File: src/rtl/snake_pkg.sv
// Shared encodings for the snake game logic: directions, game states,
// grid defaults and the reversal helper.
package snake_pkg;

    localparam int COORD_W = 6;
    localparam int GRID_W  = 64;
    localparam int GRID_H  = 48;

    typedef enum logic [1:0] {
        DIR_UP    = 2'd0,
        DIR_RIGHT = 2'd1,
        DIR_DOWN  = 2'd2,
        DIR_LEFT  = 2'd3
    } dir_t;

    typedef enum logic [1:0] {
        ST_IDLE  = 2'd0,
        ST_RUN   = 2'd1,
        ST_PAUSE = 2'd2,
        ST_DEAD  = 2'd3
    } state_t;

    // Opposite directions differ only in bit 1 of the encoding.
    localparam logic [1:0] REV_MASK = 2'b10;

    function automatic dir_t rev_dir(input dir_t d);
        return dir_t'(d ^ REV_MASK);
    endfunction

endpackage

File: src/rtl/snake_next_head.sv
// Combinational next-head calculator. Wrapping uses explicit border compares
// because the grid height is not a power of two.
module snake_next_head
    import snake_pkg::*;
#(
    parameter int X_MAX = GRID_W - 1,
    parameter int Y_MAX = GRID_H - 1,
    parameter int WRAP  = 1
) (
    input  logic [COORD_W-1:0] hx,
    input  logic [COORD_W-1:0] hy,
    input  dir_t               dir,
    output logic [COORD_W-1:0] nx,
    output logic [COORD_W-1:0] ny,
    output logic               oob
);

    localparam logic [COORD_W-1:0] XM = COORD_W'(X_MAX);
    localparam logic [COORD_W-1:0] YM = COORD_W'(Y_MAX);

    // One cell in the requested direction, wrapping or flagging at borders.
    always_comb begin
        nx  = hx;
        ny  = hy;
        oob = 1'b0;
        case (dir)
            DIR_UP: begin
                if (hy == '0) begin
                    if (WRAP != 0) ny = YM;
                    else           oob = 1'b1;
                end else ny = hy - 1'b1;
            end
            DIR_RIGHT: begin
                if (hx == XM) begin
                    if (WRAP != 0) nx = '0;
                    else           oob = 1'b1;
                end else nx = hx + 1'b1;
            end
            DIR_DOWN: begin
                if (hy == YM) begin
                    if (WRAP != 0) ny = '0;
                    else           oob = 1'b1;
                end else ny = hy + 1'b1;
            end
            default: begin
                if (hx == '0) begin
                    if (WRAP != 0) nx = XM;
                    else           oob = 1'b1;
                end else nx = hx - 1'b1;
            end
        endcase
    end

endmodule

File: src/rtl/snake_move_ctrl.sv
// Snake game sequencer: owns the four segment positions, the direction latch,
// score and the IDLE/RUN/PAUSE/DEAD state machine.
// Optional build macro SNAKE_DIR_QUEUE_EN replaces the single pending
// direction register with a 2-entry request FIFO.
module snake_move_ctrl
    import snake_pkg::*;
#(
    parameter int X_MAX   = GRID_W - 1,
    parameter int Y_MAX   = GRID_H - 1,
    parameter int START_X = 32,
    parameter int START_Y = 24,
    parameter int WRAP    = 1,
    parameter int SCORE_W = 8
) (
    input  logic               clk,
    input  logic               rst,
    input  logic               tick,
    input  logic               start,
    input  logic               pause_tgl,
    input  logic               dir_valid,
    input  logic [1:0]         dir_req,
    input  logic [5:0]         food_x,
    input  logic [5:0]         food_y,
    output logic [5:0]         Px1,
    output logic [5:0]         Px2,
    output logic [5:0]         Px3,
    output logic [5:0]         Px4,
    output logic [5:0]         Py1,
    output logic [5:0]         Py2,
    output logic [5:0]         Py3,
    output logic [5:0]         Py4,
    output logic               ate,
    output logic               dead,
    output logic [SCORE_W-1:0] score,
    output logic [1:0]         state
);

    logic [3:0][COORD_W-1:0] sx, sy;
    state_t st;
    dir_t   cdir, nxt_cdir, mv_dir;
    logic   step, accept, oob, hit_body, kill, eat;
    logic [COORD_W-1:0] nx, ny;

    assign {Px1, Px2, Px3, Px4} = {sx[0], sx[1], sx[2], sx[3]};
    assign {Py1, Py2, Py3, Py4} = {sy[0], sy[1], sy[2], sy[3]};
    assign state = st;
    assign step  = (st == ST_RUN) && tick;

    snake_next_head #(.X_MAX(X_MAX), .Y_MAX(Y_MAX), .WRAP(WRAP)) u_next (
        .hx(sx[0]), .hy(sy[0]), .dir(mv_dir), .nx(nx), .ny(ny), .oob(oob)
    );

    // Step outcome: the head may only bite seg2/seg3 of the old body.
    always_comb begin
        hit_body = ((nx == sx[1]) && (ny == sy[1])) || ((nx == sx[2]) && (ny == sy[2]));
        kill     = oob || hit_body;
        eat      = (nx == food_x) && (ny == food_y);
    end

`ifdef SNAKE_DIR_QUEUE_EN
    dir_t       q0, q1, a0, a1, last_dir, nxt_q0, nxt_q1;
    logic [1:0] qn, an, nxt_qn;
    logic       pop;

    // FIFO pop on a step, then reversal-checked push against the newest entry.
    always_comb begin
        pop      = step && (qn != 2'd0);
        nxt_cdir = pop ? q0 : cdir;
        a0       = pop ? q1 : q0;
        a1       = q1;
        an       = pop ? qn - 2'd1 : qn;
        mv_dir   = nxt_cdir;
        last_dir = (an == 2'd0) ? nxt_cdir : ((an == 2'd1) ? a0 : a1);
        accept   = dir_valid && (st != ST_DEAD) && (dir_t'(dir_req) != rev_dir(last_dir));
        nxt_q0   = a0;
        nxt_q1   = a1;
        nxt_qn   = an;
        if (accept) begin
            case (an)
                2'd0:    begin nxt_q0 = dir_t'(dir_req); nxt_qn = 2'd1; end
                2'd1:    begin nxt_q1 = dir_t'(dir_req); nxt_qn = 2'd2; end
                default: nxt_q1 = dir_t'(dir_req);
            endcase
        end
    end
`else
    dir_t pend, nxt_pend;

    // The step consumes the old pending value; a same-edge request is checked
    // against the direction being committed on that edge.
    always_comb begin
        mv_dir   = pend;
        nxt_cdir = step ? pend : cdir;
        accept   = dir_valid && (st != ST_DEAD) && (dir_t'(dir_req) != rev_dir(nxt_cdir));
        nxt_pend = accept ? dir_t'(dir_req) : pend;
    end
`endif

    // Game FSM, segment shift register, direction state and score.
    always_ff @(posedge clk) begin
        if (rst) begin
            for (int i = 0; i < 4; i++) begin
                sx[i] <= COORD_W'(START_X - i);
                sy[i] <= COORD_W'(START_Y);
            end
            cdir  <= DIR_RIGHT;
`ifdef SNAKE_DIR_QUEUE_EN
            qn    <= 2'd0;
            q0    <= DIR_RIGHT;
            q1    <= DIR_RIGHT;
`else
            pend  <= DIR_RIGHT;
`endif
            st    <= ST_IDLE;
            score <= '0;
            ate   <= 1'b0;
            dead  <= 1'b0;
        end else begin
            ate  <= 1'b0;
            cdir <= nxt_cdir;
`ifdef SNAKE_DIR_QUEUE_EN
            q0   <= nxt_q0;
            q1   <= nxt_q1;
            qn   <= nxt_qn;
`else
            pend <= nxt_pend;
`endif
            case (st)
                ST_IDLE: if (start) st <= ST_RUN;
                ST_RUN: begin
                    if (tick && kill) begin
                        st   <= ST_DEAD;
                        dead <= 1'b1;
                    end else begin
                        if (tick) begin
                            sx    <= {sx[2:0], nx};
                            sy    <= {sy[2:0], ny};
                            if (eat) begin
                                ate <= 1'b1;
                                if (score != '1) score <= score + 1'b1;
                            end
                        end
                        if (pause_tgl) st <= ST_PAUSE;
                    end
                end
                ST_PAUSE: if (pause_tgl) st <= ST_RUN;
                default: begin
`ifdef SNAKE_DIR_QUEUE_EN
                    qn <= 2'd0;
`endif
                    if (start) begin
                        for (int i = 0; i < 4; i++) begin
                            sx[i] <= COORD_W'(START_X - i);
                            sy[i] <= COORD_W'(START_Y);
                        end
                        cdir  <= DIR_RIGHT;
`ifndef SNAKE_DIR_QUEUE_EN
                        pend  <= DIR_RIGHT;
`endif
                        score <= '0;
                        dead  <= 1'b0;
                        st    <= ST_RUN;
                    end
                end
            endcase
        end
    end

endmodule

File: config.mk
export PLATFORM = sky130hd
export DESIGN_NAME = snake_move_ctrl
export DESIGN_NICKNAME = d
export VERILOG_FILES = /design/src/rtl/snake_pkg.sv /design/src/rtl/snake_next_head.sv /design/src/rtl/snake_move_ctrl.sv
export SDC_FILE = /design/constraint.sdc
export NUM_CORES = 1
export LEC_CHECK = 0
export BUFFER_PORTS_ARGS = -buffer_cell sky130_fd_sc_hd__buf_2
export CAP_MARGIN = 20
export CELL_PAD_IN_SITES_DETAIL_PLACEMENT = 1
export CELL_PAD_IN_SITES_GLOBAL_PLACEMENT = 2
export CORE_MARGIN = 2
export CORE_UTILIZATION = 27
export CTS_CLUSTER_SIZE = 24
export DETAILED_ROUTE_END_ITERATION = 7
export GPL_TIMING_DRIVEN = 1
export PLACE_DENSITY = 0.77
export SETUP_SLACK_MARGIN = 0.1
export SYNTH_ARGS = -nofsm -noshare
export SYNTH_HDL_FRONTEND = slang
export SYNTH_HIERARCHICAL = 1
export SYNTH_SLANG_ARGS = --single-unit
File: constraint.sdc
create_clock -name clk -period 4.6 [get_ports clk]
set_input_delay 0.46 -clock clk [delete_from_list [all_inputs] [get_ports clk]]
set_output_delay 0.46 -clock clk [all_outputs]
set_load 0.05 [all_outputs]
After elaboration in Yosys (flattened, before gate mapping)
Cells that the tools add are included.
{ "word_totals": {"word_cells": 102, "ff_bits": 64, "out_inout_bits": 60, "input_bits": 20} }
{ "classes": {"bitwise_logic": 4, "reduce_logical": 22, "add_sub_neg": 5, "n_mux": 35, "eq_ne": 22} }
{ "op_table": {"columns": ["op", "count"], "rows": [
  ["24-bit 2-to-1 mux", 6],
  ["24-bit one-hot mux with 2 select lines", 2],
  ["8-bit 2-to-1 mux", 5],
  ["6-bit equality test", 6],
  ["6-bit 2-to-1 mux", 4],
  ["6-bit one-hot mux with 2 select lines", 2],
  ["2-bit 2-to-1 mux", 10],
  ["8-bit one-hot mux with 2 select lines", 1],
  ["6-bit by 1-bit adder with 6-bit output (second input constant)", 2],
  ["6-bit equality test (second input constant)", 2],
  ["6-bit zero test", 2],
  ["6-bit by 1-bit subtractor with 6-bit output (second input constant)", 2],
  ["2-bit inequality test (second input constant)", 5],
  ["8-bit by 1-bit adder with 8-bit output (second input constant)", 1],
  ["8-bit inequality test (second input constant)", 1],
  ["1-bit logical AND", 7],
  ["3-bit AND reduction", 2],
  ["6-bit AND reduction", 1],
  ["2-bit by 1-bit equality test with 1-bit output (second input constant)", 2],
  ["2-bit equality test (second input constant)", 2],
  ["2-bit zero test", 2],
  ["2-bit by 1-bit inequality test with 1-bit output (second input constant)", 2],
  ["1-bit inverter", 4],
  ["2-bit one-hot mux with 2 select lines", 1],
  ["11 further kinds", 14]
]} }

Logic depth before layout (Yosys ltp)
Gate-level depths: netlist (run 1).
{ "logic_depth": {"ltp_word": 9, "mapped_depth": 15, "depth_no_buf": 13} }

By module
Netlist (run 1), hierarchy kept.
{ "modules_own_cells": {"columns": ["module", "seq_area_each_um2", "area_per_inst_um2", "cells_per_inst", "n_inst"], "rows": [
  ["snake_move_ctrl", 1281.2, 2864.0, 354, 1],
  ["snake_next_head", 0.0, 695.7, 109, 1]
]} }

Worst setup path before layout (run 1)
Ideal clock, no wire load.
{ "synth_timing": {"path_type": "reg-to-reg", "startpoint": "register sy, in the netlist Py1[1]", "endpoint": "register score[4]", "path_stages_with_launch": 13, "required_time_ns": 4.529, "t_arrival_ns": 3.394, "setup_ns": 0.071, "path_buffers": 0, "slack_ns": 1.135, "synth_period_minus_slack_ns": 3.465, "cell_sequence": "dfxtp_1 -> ha_1 -> and4b_4 -> nor2b_4 -> a21o_1 -> a221o_1 -> xor2_1 -> nor4_1 -> nand3_1 -> a21oi_4 -> nor2b_1 -> or4_1 -> a21oi_1"} }
{ "synth_via": {"elab_chain_len": 9, "word_cells_on_any_way": 18, "cone_classes": "add/sub (2); eq/ne (6); mux (3); reduce/logical (7)"} }
{ "synth_rtl": {"columns": ["item", "line", "rtl"], "rows": [
  ["from (decl)", "snake_move_ctrl.sv:38", "logic [3:0][COORD_W-1:0] sx, sy;"],
  ["from (signal, indexed assignment)", "snake_move_ctrl.sv:104", "sy[i] <= COORD_W'(START_Y);"],
  ["from (signal assigned)", "snake_move_ctrl.sv:137", "sy <= {sy[2:0], ny};"],
  ["from (signal, indexed assignment)", "snake_move_ctrl.sv:154", "sy[i] <= COORD_W'(START_Y);"],
  ["6-bit by 1-bit adder with 6-bit output, or another cell as far along", "snake_next_head.sv:43", "end else ny = hy + 1'b1;"],
  ["6-bit 2-to-1 mux, on equally long branches", "snake_next_head.sv:40, snake_next_head.sv:28", null],
  ["6-bit one-hot mux with 2 select lines (*)", "snake_next_head.sv:26", "case (dir)"],
  ["net ny[5]", "snake_move_ctrl.sv:42", "logic [COORD_W-1:0] nx, ny;"],
  ["6-bit equality test", "snake_move_ctrl.sv:55", "hit_body = ((nx == sx[1]) && (ny == sy[1])) || ((nx == sx[2]) && (ny == sy[2]));"],
  ["1-bit logical AND", "snake_move_ctrl.sv:55", null],
  ["1-bit logical OR", "snake_move_ctrl.sv:55", null],
  ["1-bit logical AND", "snake_move_ctrl.sv:131", "if (tick && kill) begin"],
  ["2-bit inequality test (no line)", null, null],
  ["6-bit AND reduction (no line) (*)", null, null],
  ["to (signal assigned)", "snake_move_ctrl.sv:140", "if (score != '1) score <= score + 1'b1;"],
  ["to (decl)", "snake_move_ctrl.sv:34", "output logic [SCORE_W-1:0] score,"]
]} }
Mark *: on every way through the listed nets, which the timed path passes. The rest lies on a longest branch.
A chain may end at the register's enable or synchronous reset.

Worst setup path in the final report (run 1)
{ "layout_timing": {"startpoint": "register sy, in the netlist Py1[0]", "endpoint": "register score[4]"} }
The elaborated chain is that of the path after synthesis.

==> results of run 1 <==
per-layer routing:
metal  global-route usage, %  wire length [µm]  vias up
li1                        -                 -     1768
met1                    24.1              5870     1773
met2                    26.8              5590       61
met3                    2.78               411        9
met5                       0                 0        -
met4                    5.13               138        0
critical path: stages, from the launching register on:
cell and delay [ps]:
dfxtp_1 420, inv_1 190, ha_1 200, or3b_1 380
nor3b_1 190, a21oi_1 70, o31ai_2 500, xor2_1 220
nor4_1 80, a31oi_1 270, nand2_1 230, o21a_4 380
or4_1 530, a21oi_1 160
cell families after synthesis:
group                    count (synthesis)  share of synthesized area [%]
buffers and inverters                   44                           5.59
AO/OA/AOI/OAI                           94                           16.7
adder cells (fa/ha/maj)                  6                           2.11
flip-flops                              64                           36.0
multiplexers                             5                           1.41
XOR/XNOR                                42                           10.3
AND/OR/NAND/NOR                        207                           27.7
other                                    1                          0.105
stage by stage:
step                hold slack, ps  instance area [µm²]  power, W
finish                         382                 4490   0.00165
global route                   389                 4490   0.00173
CTS                            371                 4480   0.00167
detailed placement             452                 4140  0.000872
global placement               443                 4140  0.000869
floorplan                      464                 3560  0.000792
final cells by class:
cell class / instances / area (µm²) / area share (%)
Timing Repair Buffer: 92 / 493 / 11.0
Multi-Input combinational cell: 355 / 2100 / 46.8
Inverter: 14 / 52.6 / 1.17
Tap cell: 172 / 215 / 4.79
Clock buffer: 9 / 225 / 5.02
Sequential cell: 64 / 1280 / 28.5
Clock inverter: 7 / 120 / 2.67
power by group through the flow:
stage / sequential [W] / combinational, W / clock (W)
6_report: 0.000604 / 0.000257 / 0.000794
5_1_grt: 0.000607 / 0.000279 / 0.000838
4_1_cts: 0.000604 / 0.000258 / 0.000808
2_1_floorplan: 0.000657 / 0.000135 / 0
3_3_place_gp: 0.000615 / 0.000254 / 0
3_5_place_dp: 0.000616 / 0.000256 / 0
state kept, by name (all words and copies together), names as in the netlist:
register / count
Px4: 6
Py1: 6
ate: 1
Py4: 6
dead: 1
mv_dir: 2
state: 2
score: 8
cdir: 2
Px3: 6
Py2: 6
Py3: 6
Px1: 6
Px2: 6
timing repair:
action                     CTS  global route
gates resized for setup      0             1
hold endpoints to repair     0             0
buffers inserted             0             0
hold buffers                 0             0
setup endpoints to repair    0             2
layout by cell type, fill, tap and decap left out, types with 2 or more instances in the layout:
| cell type | instances |
|---|---|
| nand2_1 | 92 |
| buf_2 | 79 |
| dfxtp_1 | 64 |
| nand3_1 | 58 |
| a21oi_1 | 45 |
| xor2_1 | 38 |
| inv_1 | 14 |
| nor2_1 | 13 |
| buf_4 | 13 |
| nor4_1 | 10 |
| o21ai_0 | 10 |
| clkbuf_16 | 9 |
| a31oi_1 | 7 |
| nor3_1 | 7 |
| ha_1 | 6 |
| mux2i_1 | 5 |
| xnor2_1 | 4 |
| nor2b_1 | 3 |
| nand2b_1 | 3 |
| o32ai_1 | 3 |
| a311oi_1 | 3 |
| bufinv_16 | 3 |
| a21o_1 | 3 |
| and3_1 | 3 |
| o211ai_1 | 2 |
| nand4_1 | 2 |
| o41ai_1 | 2 |
| nand4b_1 | 2 |
| or3_1 | 2 |
| o31ai_1 | 2 |
| clkinv_4 | 2 |
| or3b_1 | 2 |
final timing paths:
| path | startpoint | end | slack [ps] | depth (start not counted) |
|---|---|---|---|---|
| worst max-delay path | Py1[0]$_SDFFE_PP0P_ | score[4]$_SDFFE_PP0P_ | 680 | 13 |
| worst min-delay path | dir_req[0] | mv_dir[0]$_SDFF_PP1_ | 380 | 3 |
| worst max register to register | Py1[0]$_SDFFE_PP0P_ | score[4]$_SDFFE_PP0P_ | 680 | 13 |
| worst min register to register | Px4[1]$_SDFFE_PP0P_ | Px4[1]$_SDFFE_PP0P_ | 460 | 2 |
==> flow_summary.toml, run 1 <==
[logic_synthesis]
synthCells = 463
syn_area_per_cell_um2 = 7.69
ys_ff_latch = 64
seq_area_frac_synth_pct = 36.0
yosys_warnings = 6
netlist_area_um2 = 3560
synthArstFlopShare_pct = 0
synth_cell_type_count = 57
synth_area_leader_cell = "dfxtp_1"
synth_common_cells = "nand2_1, dfxtp_1, nand3_1, a21oi_1, xor2_1"
syn-num-nets = 489
synth_top_flop_cell = "dfxtp_1"
synth_most_common_cell = "nand2_1"
synth.top_cell.area_share_pct = 36.0
synthTopCellsByArea = "dfxtp_1, nand2_1, xor2_1"
synth_edf_count = 0

[routing]
drc = 0
wl_per_cell_um = 16.8
drtIter0Drc = 126
first_pass_iters = 4
vias_per_cell = 5.06
wl_um = 12000
vias = 3611
ant_nets = 0

[worst_setup_path]
required_ps = 4860
critPathCaptureType = "flop"
worstPathMaxFanout = 30
crit_arrival_ps = 4180
crit_type = "flop to flop"
worstSetupStartpointType = "flop"

[finish]
fin_util_pct = 35.3
fin_nets = 562
syn_to_final_growth_pct = 26.2
fill_cells = 1609
fin_cells = 713
antenna_cells = 0
layout-drive-gt1-share_pct = 22.2

[worst_hold_path]
holdCritPathClass = "input port to flop"

[cts]
clockBufferDepth = 2
clk_latency_ps = 330
clk_pin_slew_ps = 60
h-tree-depth = 3
cts_root_buffer = "clkbuf_16"
numClockSinks = 64
cts_made_buffers = 9
cts_tree = "done"

[place]
dp.cells = 697
dp_hpwl_um = 8650
dp_slack_ps = 581
port_buffers = 79
place.gp.congestion = 0.809

[grt]
grt_pass1_wl_um = 19400
track_usage_pct = 17.1
grt_max_degree = 36
antenna_found_initial = 0
grt_pass1_vias = 3591
gr-total-overflow = 0

[power]
switching_share_pct = 28.6
switchingPower_w = 0.000472
pwr-share-clk_pct = 48.0
p_leak_nw = 1.89
combPwrFrac_pct = 15.5
internal-power_w = 0.00118
ir_drop_v = 0.000192
p_per_area_nw_per_um2 = 369
power_frac_seq_pct = 36.5

[sta]
slew_headroom_pct = 35.0
max_freq_ghz = 0.255
fin_crit_ps = 3920
clock_skew_ps = 4.53
rsz0062_at_grt = "false"
setup_viol = 0
setup_tns_ps = 0
hold_viol = 0
worstMarginPinSlew_ps = 973
fin_ws_ps = 679
maxSlewViolCount = 0
period_share_pct = 85.2

[outcome]
outcome = "completed"

[floorplanning]
core_area_um2 = 12700
die-area_um2 = 14100
io_pins = 80
rows = 41
die-width_um = 119
start_util_pct = 28.0
die_height_um = 119

[job]
max-cap-violations = 0
(Power assumes the default switching activity.)
==> inputs of run 2 (changes only) <==
--- a/config.mk
+++ b/config.mk
@@ -14,7 +14,7 @@
 export CTS_CLUSTER_SIZE = 24
 export DETAILED_ROUTE_END_ITERATION = 7
 export GPL_TIMING_DRIVEN = 1
-export PLACE_DENSITY = 0.77
+export PLACE_DENSITY = 0.79
 export SETUP_SLACK_MARGIN = 0.1
 export SYNTH_ARGS = -nofsm -noshare
 export SYNTH_HDL_FRONTEND = slang
==> constraint.sdc (replaced) <==
create_clock -name clk -period 3.3 [get_ports clk]
set_input_delay 0.33 -clock clk [delete_from_list [all_inputs] [get_ports clk]]
set_output_delay 0.33 -clock clk [all_outputs]
set_load 0.05 [all_outputs]
==> run 2 against run 1 <==
Against the previous run:
- via count is 9.3% higher
- core utilization grew 7.4 points
- clock-buffer cell count increased by 4
- sequential power up 38%
- maximum frequency grew 20%
- routed wire length rose by 22%
- combinational power increased by 95%
- power grew 43%
- cell area grew 21%
==> flow_summary.toml, run 2 (synthesis results as in run 1) <==
[outcome]
outcome = "completed"

[sta]
maxSlewViolCount = 0
clock_skew_ps = 6.82
hold_viol = 0
fin_ws_ps = 39.9
period_share_pct = 98.8
slew_headroom_pct = 48.2
rsz0062_at_grt = "true"
fin_crit_ps = 3260
timing.hold.ws_ps = 245
worstMarginPinSlew_ps = 777
max_freq_ghz = 0.307
setup_viol = 0

[routing]
ant_nets = 0
vias_per_cell = 5.15
drc = 0
drtIter0Drc = 182
vias = 3947
wl_per_cell_um = 19.1
wl_um = 14700
first_pass_iters = 4

[worst_setup_path]
rr_endpoint = "score[4]$_SDFFE_PP0P_"
r2r-start = "Py1[0]$_SDFFE_PP0P_"
r2r_cells = 15
crit_arrival_ps = 3470
crit_type = "flop to flop"
path_cells = "inv_6 -> ha_4 -> or3b_4 -> nor3_4 -> o21ba_4 -> a2bb2oi_4 -> buf_6 -> xor2_1 -> nor4_2 -> nand3_2 -> a21oi_4 -> nor2b_1 -> buf_4 -> o31ai_2 -> a21oi_2"
crit_slowest_cell = "or3b_4"
critPathCaptureType = "flop"
required_ps = 3510
worstPathMaxFanout = 6
reg2reg_slack_ps = 40
worstSetupStartpointType = "flop"
slowest_delay_ps = 390

[worst_hold_path]
hold_start = "pause_tgl"
hold_path_end = "state[1]$_SDFFE_PP0P_"
holdCritPathClass = "input port to flop"
hold-path-cell-count = 2

[grt]
grt_pass1_wl_um = 21500
gr-total-overflow = 0
antenna_found_initial = 0
grt_pass1_vias = 3916
grt_max_degree = 36
track_usage_pct = 19.4

[finish]
regMostFlops = "score"
largest_reg_flops = 8
layout_commonest_cell = "nand2_1"
multi_input_area_um2 = 2450
antenna_cells = 0
layout-drive-gt1-share_pct = 39.2
fill_cells = 1573
syn_to_final_growth_pct = 52.5
register_area_um2 = 1290
fin_nets = 616
layout_common_cells = "nand2_1, buf_2, dfxtp_1"
fin_util_pct = 42.7

[job]
max-cap-violations = 0

[cts]
clk_latency_ps = 340
clockBufferDepth = 2
clk_pin_slew_ps = 50
cts_made_buffers = 9
cts_root_buffer = "clkbuf_16"
cts_tree = "done"
h-tree-depth = 3
numClockSinks = 64

[place]
dp_hpwl_um = 9280
dp_slack_ps = -76.4
port_buffers = 79
place.gp.congestion = 0.882

[floorplanning]
io_pins = 80
die-area_um2 = 14100
rows = 41
die_height_um = 119
core_area_um2 = 12700
start_util_pct = 28.0
die-width_um = 119

[power]
power.total_w = 0.00236
ir_drop_v = 0.000265
p_per_area_nw_per_um2 = 435
p_leak_nw = 2.25
## run 2: changes by cell type in the layout (fill, tap and decap cells not counted), sizes merged
| cell | previous run | this run |
|---|---|---|
| bufinv | 3 | 2 |
| clkbuf | 9 | 17 |
| clkinvlp | 1 | 0 |
| buf | 92 | 142 |
| clkinv | 3 | 1 |
## run 2: where the power goes
part,internal [W],total [W],switching [W]
logic,0.000184,0.000500,0.000316
clock network,0.000681,0.00103,0.000344
registers,0.000797,0.000834,0.0000369
## run 2: stage by stage
step	area [µm²]	setup TNS, ps	std cells
after global placement	4370	0	723
after CTS	4960	0	750
final	5430	0	767
after global routing	5430	-739	767
after detailed placement	4370	-1040	723
after floorplan	3570	0	463
## run 2: per-layer routing
layer	up-vias	part of all wire (%)	wire length, µm	GRT usage (%)
met2	86	49	7180	31.3
li1	1863	-	-	-
met1	1979	46	6710	25.8
met4	0	1.4	206	5.88
met5	-	0	0	0
met3	19	4.0	584	4.41
## run 2: worst max-delay path: cells and delay by family, from the launching register on
kind / cells / cell delay (ps)
AOI/OAI and AO/OA: 5 / 950
buffers and inverters: 3 / 400
DFF: 1 / 370
and+or+nand+nor: 5 / 1210
adders and majority gates: 1 / 120
xor gates and xnor gates: 1 / 70
## run 2: layout make-up
cell class | count | share of cell area, %
Sequential cell | 64 | 23.8
Tap cell | 172 | 3.96
Timing Repair Buffer | 146 | 20.1
Inverter | 14 | 1.11
Clock buffer | 13 | 4.61
Multi-Input combinational cell | 355 | 45.2
Clock inverter | 3 | 1.20
## run 2: how the worst max path moves through the flow
| stage | start | end | slack [ps] | depth (start not counted) |
|---|---|---|---|---|
| after CTS | Py1[0]$_SDFFE_PP0P_ | score[0]$_SDFFE_PP0P_ | 90 | 15 |
| final | Py1[0]$_SDFFE_PP0P_ | score[4]$_SDFFE_PP0P_ | 40 | 15 |
| after floorplan | Px1[0]$_SDFFE_PP0P_ | score[4]$_SDFFE_PP0P_ | 130 | 13 |
| after detailed placement | Py1[0]$_SDFFE_PP0P_ | score[6]$_SDFFE_PP0P_ | -80 | 15 |
| after global routing | Py1[0]$_SDFFE_PP0P_ | score[0]$_SDFFE_PP0P_ | -70 | 15 |
| after global placement | Py1[0]$_SDFFE_PP0P_ | score[6]$_SDFFE_PP0P_ | 6 | 15 |
## run 2: timing repair
action	in CTS	in global routing
setup buffers	9	12
pin swaps	15	24
gates resized for setup	25	59
hold buffers	0	0
endpoints found under the setup margin	55	57
gates cloned	2	5
==> inputs of run 3 (changes only) <==
--- a/config.mk
+++ b/config.mk
@@ -11,10 +11,11 @@
 export CELL_PAD_IN_SITES_GLOBAL_PLACEMENT = 2
 export CORE_MARGIN = 2
 export CORE_UTILIZATION = 27
-export CTS_CLUSTER_SIZE = 24
+export CTS_CLUSTER_SIZE = 8
 export DETAILED_ROUTE_END_ITERATION = 7
 export GPL_TIMING_DRIVEN = 1
-export PLACE_DENSITY = 0.79
+export MAX_ROUTING_LAYER = met4
+export PLACE_DENSITY_LB_ADDON = 0.1
 export SETUP_SLACK_MARGIN = 0.1
 export SYNTH_ARGS = -nofsm -noshare
 export SYNTH_HDL_FRONTEND = slang
==> run 3 against run 2 <==
Against the previous run:
- hold slack worse by 6.2 ps
- global-route usage increased by 1.3 points
- clock power up 4%
- power increased by 0.79%
- combinational power is 4.0% lower
- clock-buffer cell count did not move
- clock skew rose by 1.1 ps
- critical path type unchanged
- register-to-register slack improved by 20 ps
- core utilization fell by 0.60 points
- cell count is 0.26% higher
- via count down 3.5%
==> flow_summary.toml, run 3 (synthesis results as in run 1) <==
[outcome]
outcome = "completed"

[floorplanning]
die-area_um2 = 14100
die-width_um = 119
die_height_um = 119
core_area_um2 = 12700
start_util_pct = 28.0
io_pins = 80
rows = 41

[grt]
gr-total-overflow = 0
grt_pass1_wl_um = 22300
grt_max_degree = 36
antenna_found_initial = 0
track_usage_pct = 20.7
grt_pass1_vias = 4005

[cts]
clk_latency_ps = 340
cts_root_buffer = "clkbuf_16"
cts_tree = "done"
cts_made_buffers = 9
numClockSinks = 64
holdBufCountCts = 0
clk_pin_slew_ps = 60
h-tree-depth = 3
clockBufferDepth = 2

[sta]
period_share_pct = 98.2
fin_crit_ps = 3240
hold_viol = 0
maxSlewViolCount = 0
max_freq_ghz = 0.308
fin_ws_ps = 58.3
worstMarginPinSlew_ps = 744
clock_skew_ps = 7.91
rsz0062_at_grt = "true"
setup_viol = 0
slew_headroom_pct = 50.4

[power]
p_per_area_nw_per_um2 = 444
p_leak_nw = 2.24
ir_drop_v = 0.000281
power.total_w = 0.00238

[worst_setup_path]
critPathCaptureType = "flop"
required_ps = 3490
crit_slowest_cell = "or3b_4"
crit_arrival_ps = 3430
path_cells = "inv_4 -> ha_4 -> or3b_4 -> nor3b_2 -> a21oi_2 -> o31ai_2 -> buf_4 -> buf_6 -> xor2_2 -> nor4_2 -> buf_4 -> nand3_2 -> nand2_2 -> buf_6 -> o21ai_4 -> buf_12 -> buf_12 -> a31oi_1 -> a311oi_1"
r2r_cells = 19
worstSetupStartpointType = "flop"
critical-path-top-delay-family = "simple AND/OR/NAND/NOR gates"
reg2reg_slack_ps = 60
rr_endpoint = "score[6]$_SDFFE_PP0P_"
worstPathMaxFanout = 6
r2r-start = "Py1[0]$_SDFFE_PP0P_"
crit_type = "flop to flop"
slowest_delay_ps = 390
cp_num_buf_inv = 7

[finish]
regMostFlops = "score"
syn_to_final_growth_pct = 50.3
layout-drive-gt1-share_pct = 38.0
layout_common_cells = "nand2_1, buf_2, dfxtp_1"
layout_commonest_cell = "nand2_1"
antenna_cells = 0
stdcell_area_um2 = 5350
largest_reg_flops = 8
fin_nets = 618

[worst_hold_path]
hold_path_end = "mv_dir[0]$_SDFF_PP1_"
hold_start = "dir_req[0]"
hold-path-cell-count = 3
holdCritPathClass = "input port to flop"

[place]
dpl_cell_area_um2 = 4510
place.gp.congestion = 0.798
dp_slack_ps = -180
dp_hpwl_um = 9870
port_buffers = 79

[routing]
vias = 3810
drc = 0
wl_um = 13900
first_pass_iters = 4
vias_per_cell = 4.95
drtIter0Drc = 179
ant_nets = 0
wl_per_cell_um = 18.1

[job]
max-cap-violations = 0
## run 3: worst max-delay path by stage
stage / from / cells after the start / end
after detailed placement: Py1[1]$_SDFFE_PP0P_ / 15 / score[4]$_SDFFE_PP0P_
final: Py1[0]$_SDFFE_PP0P_ / 19 / score[6]$_SDFFE_PP0P_
after CTS: Py1[1]$_SDFFE_PP0P_ / 14 / score[4]$_SDFFE_PP0P_
after floorplan: Px1[0]$_SDFFE_PP0P_ / 13 / score[4]$_SDFFE_PP0P_
after global placement: Py1[1]$_SDFFE_PP0P_ / 15 / score[4]$_SDFFE_PP0P_
after global routing: Py1[0]$_SDFFE_PP0P_ / 18 / Px3[5]$_SDFFE_PP0P_
## run 3: area by class of cell
class | instances | area (µm²)
Tap cell | 172 | 215
Timing Repair Buffer | 148 | 1080
Sequential cell | 64 | 1290
Multi-Input combinational cell | 355 | 2360
Fill cell | 1541 | 7370
Clock buffer | 13 | 292
Clock inverter | 3 | 45.0
Inverter | 14 | 57.6
## run 3: what timing repair did
item,4_1_cts,5_1_grt
setup endpoints to repair,50,59
gates resized for setup,37,32
buffers inserted,11,1
pin swaps,22,17
gates cloned,1,2
## run 3: layer usage
metal,share of wire [%],vias to the layer above,GRT usage [%],wire [µm]
met3,3.3,7,4.69,454
met5,0,-,-,0
met4,0.70,0,3.50,97
li1,-,1874,-,-
met2,47,60,32.2,6550
met1,49,1869,27.8,6820
## run 3: through the flow
stage | hold WS (ps) | utilization, % | TNS [ps] | std cells
after detailed placement | 455 | 35.4 | -918 | 738
after global placement | 447 | 35.4 | -103 | 738
after global routing | 237 | 42.1 | -6530 | 769
after CTS | 233 | 40.4 | 0 | 766
after floorplan | 446 | - | 0 | 463
final | 238 | 42.1 | 0 | 769
## run 3: power by group
| part | switching (W) | total [W] | leakage (nW) | internal [W] |
|---|---|---|---|---|
| registers | 0.0000356 | 0.000832 | 0.522 | 0.000797 |
| logic | 0.000301 | 0.000480 | 1.56 | 0.000179 |
| clock network | 0.000373 | 0.00107 | 0.159 | 0.000693 |
## run 3: worst reg2reg max path, cell delays in order, from the launching register on
cell and delay [ps]:
dfxtp_4 350, inv_4 80, ha_4 130, or3b_4 390
nor3b_2 180, a21oi_2 70, o31ai_2 260, buf_4 180
buf_6 100, xor2_2 50, nor4_2 270, buf_4 170
nand3_2 80, nand2_2 130, buf_6 110, o21ai_4 50
buf_12 160, buf_12 140, a31oi_1 120, a311oi_1 60
